===== config.mk =====
export PLATFORM = sky130hd
export DESIGN_NAME = uart_receiver
export DESIGN_NICKNAME = d
export VERILOG_FILES = /design/src/rtl/uart_receiver.sv
export SDC_FILE = /design/constraint.sdc
export NUM_CORES = 1
export LEC_CHECK = 0
export CORE_MARGIN = 8
export CORE_UTILIZATION = 64
export DETAILED_ROUTE_END_ITERATION = 6
export DONT_BUFFER_PORTS = 1
export GPL_TIMING_DRIVEN = 1
export PLACE_DENSITY = 0.8
export SYNTH_ARGS = -nofsm -noshare
export SYNTH_HDL_FRONTEND = slang
export SYNTH_SLANG_ARGS = --single-unit
export TNS_END_PERCENT = 100

===== constraint.sdc =====
create_clock -name sysclk -period 3.41 [get_ports sysclk]
set_input_delay 0.341 -clock sysclk [delete_from_list [all_inputs] [get_ports sysclk]]
set_output_delay 0.341 -clock sysclk [all_outputs]
set_load 0.03 [all_outputs]

===== src/rtl/uart_receiver.sv =====
// UART receive engine: start bit, 8 data bits LSB first, optional even parity, one stop bit.
// Optional macro UART_RX_HOLD_EN turns rx_valid into a level with rx_ack/overrun handshake.
module uart_receiver #(
  parameter int unsigned CLKS_PER_BIT = 10416,
  parameter int unsigned CNT_W        = 14
) (
  input  logic       sysclk,
  input  logic       rst_n,
  input  logic       rxd,
  input  logic       enable,
  input  logic       frame_type,  // 1 = frame carries an even-parity bit
`ifdef UART_RX_HOLD_EN
  input  logic       rx_ack,
  output logic       overrun,
`endif
  output logic [7:0] rx_data,
  output logic       rx_valid,
  output logic       status,
  output logic       frame_err,
  output logic       parity_err
);

  localparam logic [CNT_W-1:0] HALF_LAST = CNT_W'(CLKS_PER_BIT / 2 - 1);
  localparam logic [CNT_W-1:0] BIT_LAST  = CNT_W'(CLKS_PER_BIT - 1);

  typedef enum logic [2:0] {
    S_IDLE,
    S_START,
    S_DATA,
    S_PARITY,
    S_STOP
  } state_t;

  state_t           state_q, state_d;
  logic             sync1_q, rs_q, rs_prev_q;
  logic [CNT_W-1:0] cnt_q, cnt_d;
  logic [2:0]       bit_idx_q, bit_idx_d;
  logic [7:0]       shift_q, shift_d;
  logic             ptype_q, ptype_d;
  logic             perr_q, perr_d;
  logic             line_hold_q, line_hold_d;
  logic [7:0]       rx_data_q, rx_data_d;
  logic             rx_valid_q, rx_valid_d;
  logic             frame_err_q, frame_err_d;
  logic             parity_err_q, parity_err_d;
  logic             done;
`ifdef UART_RX_HOLD_EN
  logic             overrun_q, overrun_d;
`endif

  always_comb begin
    state_d      = state_q;
    cnt_d        = cnt_q;
    bit_idx_d    = bit_idx_q;
    shift_d      = shift_q;
    ptype_d      = ptype_q;
    perr_d       = perr_q;
    done         = 1'b0;
    case (state_q)
      S_IDLE: begin
        if (enable && rs_prev_q && !rs_q && !line_hold_q) begin
          state_d = S_START;
          cnt_d   = '0;
          ptype_d = frame_type;
        end
      end
      S_START: begin
        if (cnt_q == HALF_LAST) begin
          if (rs_q) begin
            state_d = S_IDLE;
          end else begin
            state_d   = S_DATA;
            cnt_d     = '0;
            bit_idx_d = '0;
          end
        end else begin
          cnt_d = cnt_q + 1'b1;
        end
      end
      S_DATA: begin
        if (cnt_q == BIT_LAST) begin
          shift_d[bit_idx_q] = rs_q;
          cnt_d              = '0;
          bit_idx_d          = bit_idx_q + 3'd1;
          if (bit_idx_q == 3'd7) begin
            state_d = ptype_q ? S_PARITY : S_STOP;
          end
        end else begin
          cnt_d = cnt_q + 1'b1;
        end
      end
      S_PARITY: begin
        if (cnt_q == BIT_LAST) begin
          perr_d  = rs_q ^ (^shift_q);
          cnt_d   = '0;
          state_d = S_STOP;
        end else begin
          cnt_d = cnt_q + 1'b1;
        end
      end
      S_STOP: begin
        if (cnt_q == BIT_LAST) begin
          done    = 1'b1;
          cnt_d   = '0;
          state_d = S_IDLE;
        end else begin
          cnt_d = cnt_q + 1'b1;
        end
      end
      default: state_d = S_IDLE;
    endcase
  end

  // Outputs register at the stop-sample edge so they appear the cycle after sampling.
  always_comb begin
    rx_data_d    = rx_data_q;
    frame_err_d  = frame_err_q;
    parity_err_d = parity_err_q;
    line_hold_d  = line_hold_q;
    if (done) begin
      rx_data_d    = shift_q;
      frame_err_d  = ~rs_q;
      parity_err_d = perr_q & ptype_q;
    end
    if (done && !rs_q) begin
      line_hold_d = 1'b1;
    end else if (rs_q) begin
      line_hold_d = 1'b0;
    end
`ifdef UART_RX_HOLD_EN
    rx_valid_d = done | (rx_valid_q & ~rx_ack);
    overrun_d  = overrun_q;
    if (done && rx_valid_q && !rx_ack) begin
      overrun_d = 1'b1;
    end else if (rx_ack) begin
      overrun_d = 1'b0;
    end
`else
    rx_valid_d = done;
`endif
  end

  always_ff @(posedge sysclk or negedge rst_n) begin
    if (!rst_n) begin
      sync1_q      <= 1'b1;
      rs_q         <= 1'b1;
      rs_prev_q    <= 1'b1;
      state_q      <= S_IDLE;
      cnt_q        <= '0;
      bit_idx_q    <= '0;
      shift_q      <= '0;
      ptype_q      <= 1'b0;
      perr_q       <= 1'b0;
      line_hold_q  <= 1'b0;
      rx_data_q    <= '0;
      rx_valid_q   <= 1'b0;
      frame_err_q  <= 1'b0;
      parity_err_q <= 1'b0;
`ifdef UART_RX_HOLD_EN
      overrun_q    <= 1'b0;
`endif
    end else begin
      sync1_q      <= rxd;
      rs_q         <= sync1_q;
      rs_prev_q    <= rs_q;
      state_q      <= state_d;
      cnt_q        <= cnt_d;
      bit_idx_q    <= bit_idx_d;
      shift_q      <= shift_d;
      ptype_q      <= ptype_d;
      perr_q       <= perr_d;
      line_hold_q  <= line_hold_d;
      rx_data_q    <= rx_data_d;
      rx_valid_q   <= rx_valid_d;
      frame_err_q  <= frame_err_d;
      parity_err_q <= parity_err_d;
`ifdef UART_RX_HOLD_EN
      overrun_q    <= overrun_d;
`endif
    end
  end

  assign rx_data    = rx_data_q;
  assign rx_valid   = rx_valid_q;
  assign status     = (state_q != S_IDLE);
  assign frame_err  = frame_err_q;
  assign parity_err = parity_err_q;
`ifdef UART_RX_HOLD_EN
  assign overrun    = overrun_q;
`endif

endmodule


Word level (Yosys, flattened, before mapping)

Cells that the tools add are included.

Register bits: 45
Input port bits: 5
Output and inout bits: 12
Word-level logic and storage cells: 81

Add/sub/neg operators: 2
Order comparisons: 2
Equal/unequal tests: 15
Mux-type cells: 25
Bitwise operators: 3
Reduce and logical (&&, ||, !) cells: 20

Operators by type and width:

| kind                  | count |
|---|---|
| $mux 14               | 4 |
| $pmux 14 s3           | 1 |
| $mux 3                | 10 |
| $pmux 3 s5            | 1 |
| $add 14x1->14 const B | 1 |
| $eq 14x13->1 const B  | 1 |
| $eq 14x14->1 const B  | 1 |
| $ne 2x2->1 const B    | 7 |
| $bwmux 8              | 1 |
| $reduce_xor 8->1      | 1 |
| $eq 3x2->1 const B    | 2 |
| $eq 3x3->1 const B    | 2 |
| $pmux 3 s2            | 1 |
| $reduce_and 2->1      | 3 |
| $reduce_and 6->1      | 1 |
| $reduce_bool 3->1     | 2 |
| $logic_and 1x1->1     | 5 |
| $mux 1                | 5 |
| $lt 3x4->1 const B    | 1 |
| $reduce_and 4->1      | 1 |
| $reduce_bool 2->1     | 2 |
| $add 3x1->3 const B   | 1 |
| $demux 1 s3           | 1 |
| $eq 3x1->1 const B    | 1 |
| 10 further kinds      | 11 |

Longest topological paths before layout

Depth after elaboration: 5
Mapped depth: 9
Depth with buffers taken out: 6

Worst setup path before layout

OpenSTA, ideal clock, no wires.

Path type: register -> register
Start: register cnt_q[0]
End: register shift_q[4]
Setup time: 0.128 ns
Data arrival time: 1.960 ns
Data required time: 3.282 ns
Slack: 1.323 ns
Stages on the path, launching flop included: 8
Buffers on the path: 1
Clock period less this slack: 2.087 ns
Cell sequence: dfrtp_1 -> ha_1 -> nand3_1 -> and4b_1 -> buf_4 -> or3b_4 -> nor3b_2 -> mux2_1

Cells in the longest elaborated chain, start to end: 2

Ends and longest elaborated chain:

| item                              | RTL line | RTL |
|---|---|---|
| start: declaration                | 36       | `logic [CNT_W-1:0] cnt_q, cnt_d;` |
| start signal: assignment          | 167      | `cnt_q <= cnt_d;` |
| $eq 14x14->1                      | 81       | `if (cnt_q == BIT_LAST) begin` |
| $reduce_and 2->1 (no source line) | n/a      |  |
| end signal: assignment            | 169      | `shift_q <= shift_d;` |
| end: declaration                  | 38       | `logic [7:0] shift_q, shift_d;` |

Every way passes these cells.
A chain may end at the register's enable or synchronous reset.

Worst setup path after layout

Start: register state_q[0]
End: register cnt_q[7]

Cells in the longest elaborated chain, start to end: 4
Elaborated cells between the ends (all ways): 11
Classes of those cells: eq/ne: 6; mux: 1; reduce/logical: 4

Ends and longest elaborated chain:

| item                                            | RTL line | RTL |
|---|---|---|
| start: declaration                              | 34       | `state_t state_q, state_d;` |
| start signal: assignment                        | 166      | `state_q <= state_d;` |
| $eq 3x3->1 / $eq 3x2->1 (equally long branches) | 59       | `case (state_q)` |
| $reduce_or 3->1 (no source line)                | n/a      |  |
| $reduce_bool 3->1 (no source line)              | n/a      |  |
| $reduce_and 3->1 (no source line)               | n/a      |  |

Several ways; a longest one is shown, not always the timed one.

==> results.txt <==
----------------------------------------------------
[Run status]
  Outcome ... finished, final reports clean

[Floorplanning]
  Starting utilization of the core area ... 65.91%
  Overall die height ... 77.17 um
  Top-level port count ... 17
  Die Footprint ... 0.005955 mm2
  Die width ... 77.17 um
  Row Count ... 22
  Floorplan Core Area ... 0.003633 mm2

[Critical path]
  Last element of the critical path ... cnt_q[7]
  Worst reg2reg path startpoint ... state_q[0]
  Critical path type ... flop to flop
  Setup crit start ... state_q[0]
  Required time worst endpoint ... 3.61 ns
  Cell count of the worst reg-to-reg path ... 6
  Register-to-register path setup slack ... 0.92 ns
  Worst path arrival time ... 2.68 ns
  Crit path max fanout ... 17
  Capturing point of the worst reg2reg path ... cnt_q[7]
  Nature of the critical path endpoint ... flop
  Crit start category ... flop

[Global routing]
  Grt met3 use ... 4.079%
  First-pass GRT wire length ... 7817 um
  Largest net degree at the start of global routing ... 46
  Global routing usage on met2 ... 24.68%
  Via count of the first global-routing pass ... 1,692
  Initial antenna violation count ... 0
  Met1 track utilization from global routing ... 20.54%
  GRT overflow ... 0
  Global routing's busiest layer ... met2
  Tot GR Track Use ... 16.05%

[Pwr]
  Proportion of power drawn by flip-flops and latches ... 56.1%
  P_int ... 0.7614 mW
  Final total power ... 0.9617 mW
  Combinational group share of total power ... 1.7%
  Psw ... 0.2003 mW
  Power density cells ... 380.5 mW/mm2
  Static Leak ... 1.119 nW
  Worst vdd rail ir drop ... 0.3177 mV
  Proportion of total power due to net switching ... 20.83%
  Fraction of power consumed by the clock network ... 42.2%

[Drt]
  Final routed wirelength across all metal layers ... 4689 um
  Residual DRC ... 0
  DR WL/cell ... 17.11 um
  Length of the first detailed-routing pass in iterations ... 5
  Remaining antenna violation count ... 0
  Starting DRC count in detailed routing ... 211
  Via density per instance ... 6.358
  Count of vias placed by the detailed router ... 1,742

[Clock tree]
  CTS Buf Count ... 5
  Maximum clock path buffer count ... 2
  Count of H-tree levels built during CTS ... 2
  Clock transition at the register clock pins on the worst setup and hold paths after CTS ... 0.09 ns
  Clock latency at the later pin of the worst-skew pair ... 0.30 ns
  Clock tree from TritonCTS ... built
  Gates resized, CTS repair ... 0
  Clock tree root buffer cell ... sky130_fd_sc_hd__clkbuf_8
  Number of clock sinks ... 45

[Synthesis]
  Syn Std Cell Area ... 0.002395 mm2
  Number of synthesized register bits ... 45
  Main flop type after synthesis ... sky130_fd_sc_hd__dfrtp_1
  Number of warning messages in the yosys log ... 0
  Combinational family with the most area after synthesis ... simple AND/OR/NAND/NOR gates
  Simple logic cell fraction of the synthesized area ... 21.84%
  Post-synthesis cell type count ... 51
  Share of cell area taken by muxes after synthesis ... 9.404%
  EDFF count, synth ... 0
  Sequential fraction of the synthesis area ... 47.18%
  Per-instance average area after synthesis ... 10.55 um2
  Mapped Nets ... 235
  Synthesized-area fraction occupied by xor and xnor cells ... 2.926%
  Proportion of register bits with asynchronous set or reset after synthesis ... 100.0%
  Post-synthesis adder-cell area fraction ... 1.567%
  Complex-gate fraction of the synthesized area ... 13.43%
  Number of instances in the synthesized netlist ... 227

[Timing]
  Max Clock Freq ... 402.3 MHz
  Max-Slew Margin vs Limit ... 48.31%
  Hold slack ... 0.02603 ns
  Count of final max-slew check failures ... 0
  Min cycle time layout ... 2.486 ns
  Final cycle utilization of the critical path ... 72.90%
  Setup violators final ... 0
  Sum of negative setup slack ... 0 ns
  RSZ-0062 raised after global routing ... false
  Measured slew at the worst slew-check pin ... 0.7730 ns
  Worst Slack Setup Final ... 0.9241 ns
  Post-Route Skew ... 0.006528 ns
  Number of endpoints with negative hold slack in the final report ... 0

[Placed design]
  Number of placed cells counting well taps ... 264
  Post-detailed-placement half-perimeter wirelength ... 3122 um
  PortBufs ... 0
  Post-placement worst setup slack ... 0.9809 ns
  RD Place Congestion ... 0.8428

[Hold path]
  Hold path start ... rxd
  Kind of path behind the tightest hold check ... input port to flop

[Final layout]
  # nets final ... 233
  Share of final-layout standard cells stronger than drive strength 1 ... 17.70%
  Area added between synthesis and finish ... 5.538%
  Number of diodes ... 0
  Final instance count without filler cells ... 274

[Run]
  Maximum capacitance violations ... 0

----------------------------------------------------
[Yosys cell counts (all sizes together) (2+ instances only)]
| master | count | area [um2] |
|---|---|---|
| clkbuf | 5 | 18.77 |
| o22ai | 2 | 12.51 |
| and4 | 3 | 26.28 |
| nand2 | 28 | 112.6 |
| nand3 | 8 | 40.04 |
| o21ai | 12 | 60.06 |
| o32ai | 2 | 17.52 |
| buf | 6 | 50.04 |
| nor3 | 7 | 35.03 |
| or3b | 2 | 20.02 |
| a21oi | 12 | 63.81 |
| inv | 5 | 18.77 |
| dfstp | 3 | 78.83 |
| or3 | 2 | 12.51 |
| and4bb | 2 | 25.02 |
| and3 | 5 | 31.28 |
| mux2 | 20 | 225.2 |
| a22o | 3 | 26.28 |
| nor3b | 2 | 25.02 |
| nor2 | 16 | 60.06 |
| nor2b | 2 | 12.51 |
| ha | 3 | 37.54 |
| dfrtp | 42 | 1051 |
| nand3b | 3 | 22.52 |
| xnor2 | 7 | 61.31 |
| a221o | 6 | 60.06 |
[stage by stage]
stage | cell area [um2] | utilization (%)
floorplan | 2395 | -
global placement | 2386 | 65.67
detailed placement | 2386 | 65.67
CTS | 2527 | 69.56
global route | 2527 | 69.56
finish | 2527 | 69.56
[power groups by stage]
stage / combinational [mW] / clock [mW] / sequential (mW)
after floorplan: 0.00406 / 0 / 0.548
after global placement: 0.00320 / 0 / 0.550
after detailed placement: 0.00328 / 0 / 0.550
after CTS: 0.0173 / 0.411 / 0.540
after global routing: 0.0197 / 0.427 / 0.540
final: 0.0165 / 0.406 / 0.540
[cells in the final DEF (no fill, tap or decap), types with 2 or more instances in the layout]
cell type / count
sky130_fd_sc_hd__mux2_2: 17
sky130_fd_sc_hd__and4_1: 3
sky130_fd_sc_hd__nand2_1: 27
sky130_fd_sc_hd__a221o_1: 6
sky130_fd_sc_hd__ha_1: 3
sky130_fd_sc_hd__nor3_1: 7
sky130_fd_sc_hd__dfstp_2: 3
sky130_fd_sc_hd__dfrtp_1: 42
sky130_fd_sc_hd__nor2_1: 16
sky130_fd_sc_hd__inv_1: 5
sky130_fd_sc_hd__nand3_1: 8
sky130_fd_sc_hd__a22o_1: 3
sky130_fd_sc_hd__o32ai_1: 2
sky130_fd_sc_hd__nor2b_1: 2
sky130_fd_sc_hd__or3_1: 2
sky130_fd_sc_hd__clkbuf_8: 5
sky130_fd_sc_hd__xnor2_1: 7
sky130_fd_sc_hd__and3_1: 5
sky130_fd_sc_hd__and4bb_2: 2
sky130_fd_sc_hd__nor3b_2: 2
sky130_fd_sc_hd__nand3b_1: 3
sky130_fd_sc_hd__o22ai_1: 2
sky130_fd_sc_hd__a21oi_1: 11
sky130_fd_sc_hd__mux2_1: 3
sky130_fd_sc_hd__o21ai_0: 12
[worst max-delay path: stages, from the launching register on]
cell and delay, ns:
sky130_fd_sc_hd__dfrtp_1 0.53, sky130_fd_sc_hd__nor3_1 0.36, sky130_fd_sc_hd__inv_1 0.24, sky130_fd_sc_hd__o21ai_0 0.30, sky130_fd_sc_hd__a41o_1 0.52, sky130_fd_sc_hd__o21ai_0 0.21
sky130_fd_sc_hd__a22o_1 0.23
[layer usage]
metal,part of all wire [%],wire length (um),up-vias
met5,0,0,-
met4,2.0,95,0
met3,5.7,269,12
met2,48,2263,61
met1,44,2061,841
li1,-,-,828
[registers in the layout (all words and copies together), names as in the netlist]
name / count
rx_valid: 1
ptype_q: 1
line_hold_q: 1
sync1_q: 1
rx_data: 8
state_q: 3
cnt_q: 14
rs_prev_q: 1
bit_idx_q: 3
rs_q: 1
frame_err: 1
shift_q: 8
parity_err: 1
perr_q: 1
[area by class of cell]
class,count,area (um2)
well taps,48,60.06
fillers,283,1106
repair buffers,2,30.03
flip-flops and latches,45,1130
clock inverters,2,38.79
inverters,5,18.77
clock buffers,6,72.57
multi-input cells,166,1177
[timing repair]
| action | 4_1_cts | 5_1_grt |
|---|---|---|
| endpoints found under the hold margin | 45 | 0 |
| setup endpoints to repair | 0 | 0 |
| setup buffers | 0 | 0 |
| hold buffers | 2 | 0 |
[worst min-delay path by stage]
stage / to / slack [ns] / depth (start not counted)
floorplan: bit_idx_q[0] / 0.05 / 0
global placement: cnt_q[6] / 0.05 / 0
CTS: sync1_q / 0.02 / 0
detailed placement: cnt_q[8] / 0.05 / 0
finish: sync1_q / 0.03 / 0
global route: sync1_q / 0.02 / 0
[kinds of logic after synthesis]
group / count (synthesis)
AND/OR/NAND/NOR: 90
AO/OA/AOI/OAI: 45
flip-flops: 45
multiplexers: 20
buffers and inverters: 16
XOR/XNOR: 8
adder cells (fa/ha/maj): 3
Note: power is estimated with default switching activity, not from simulation.
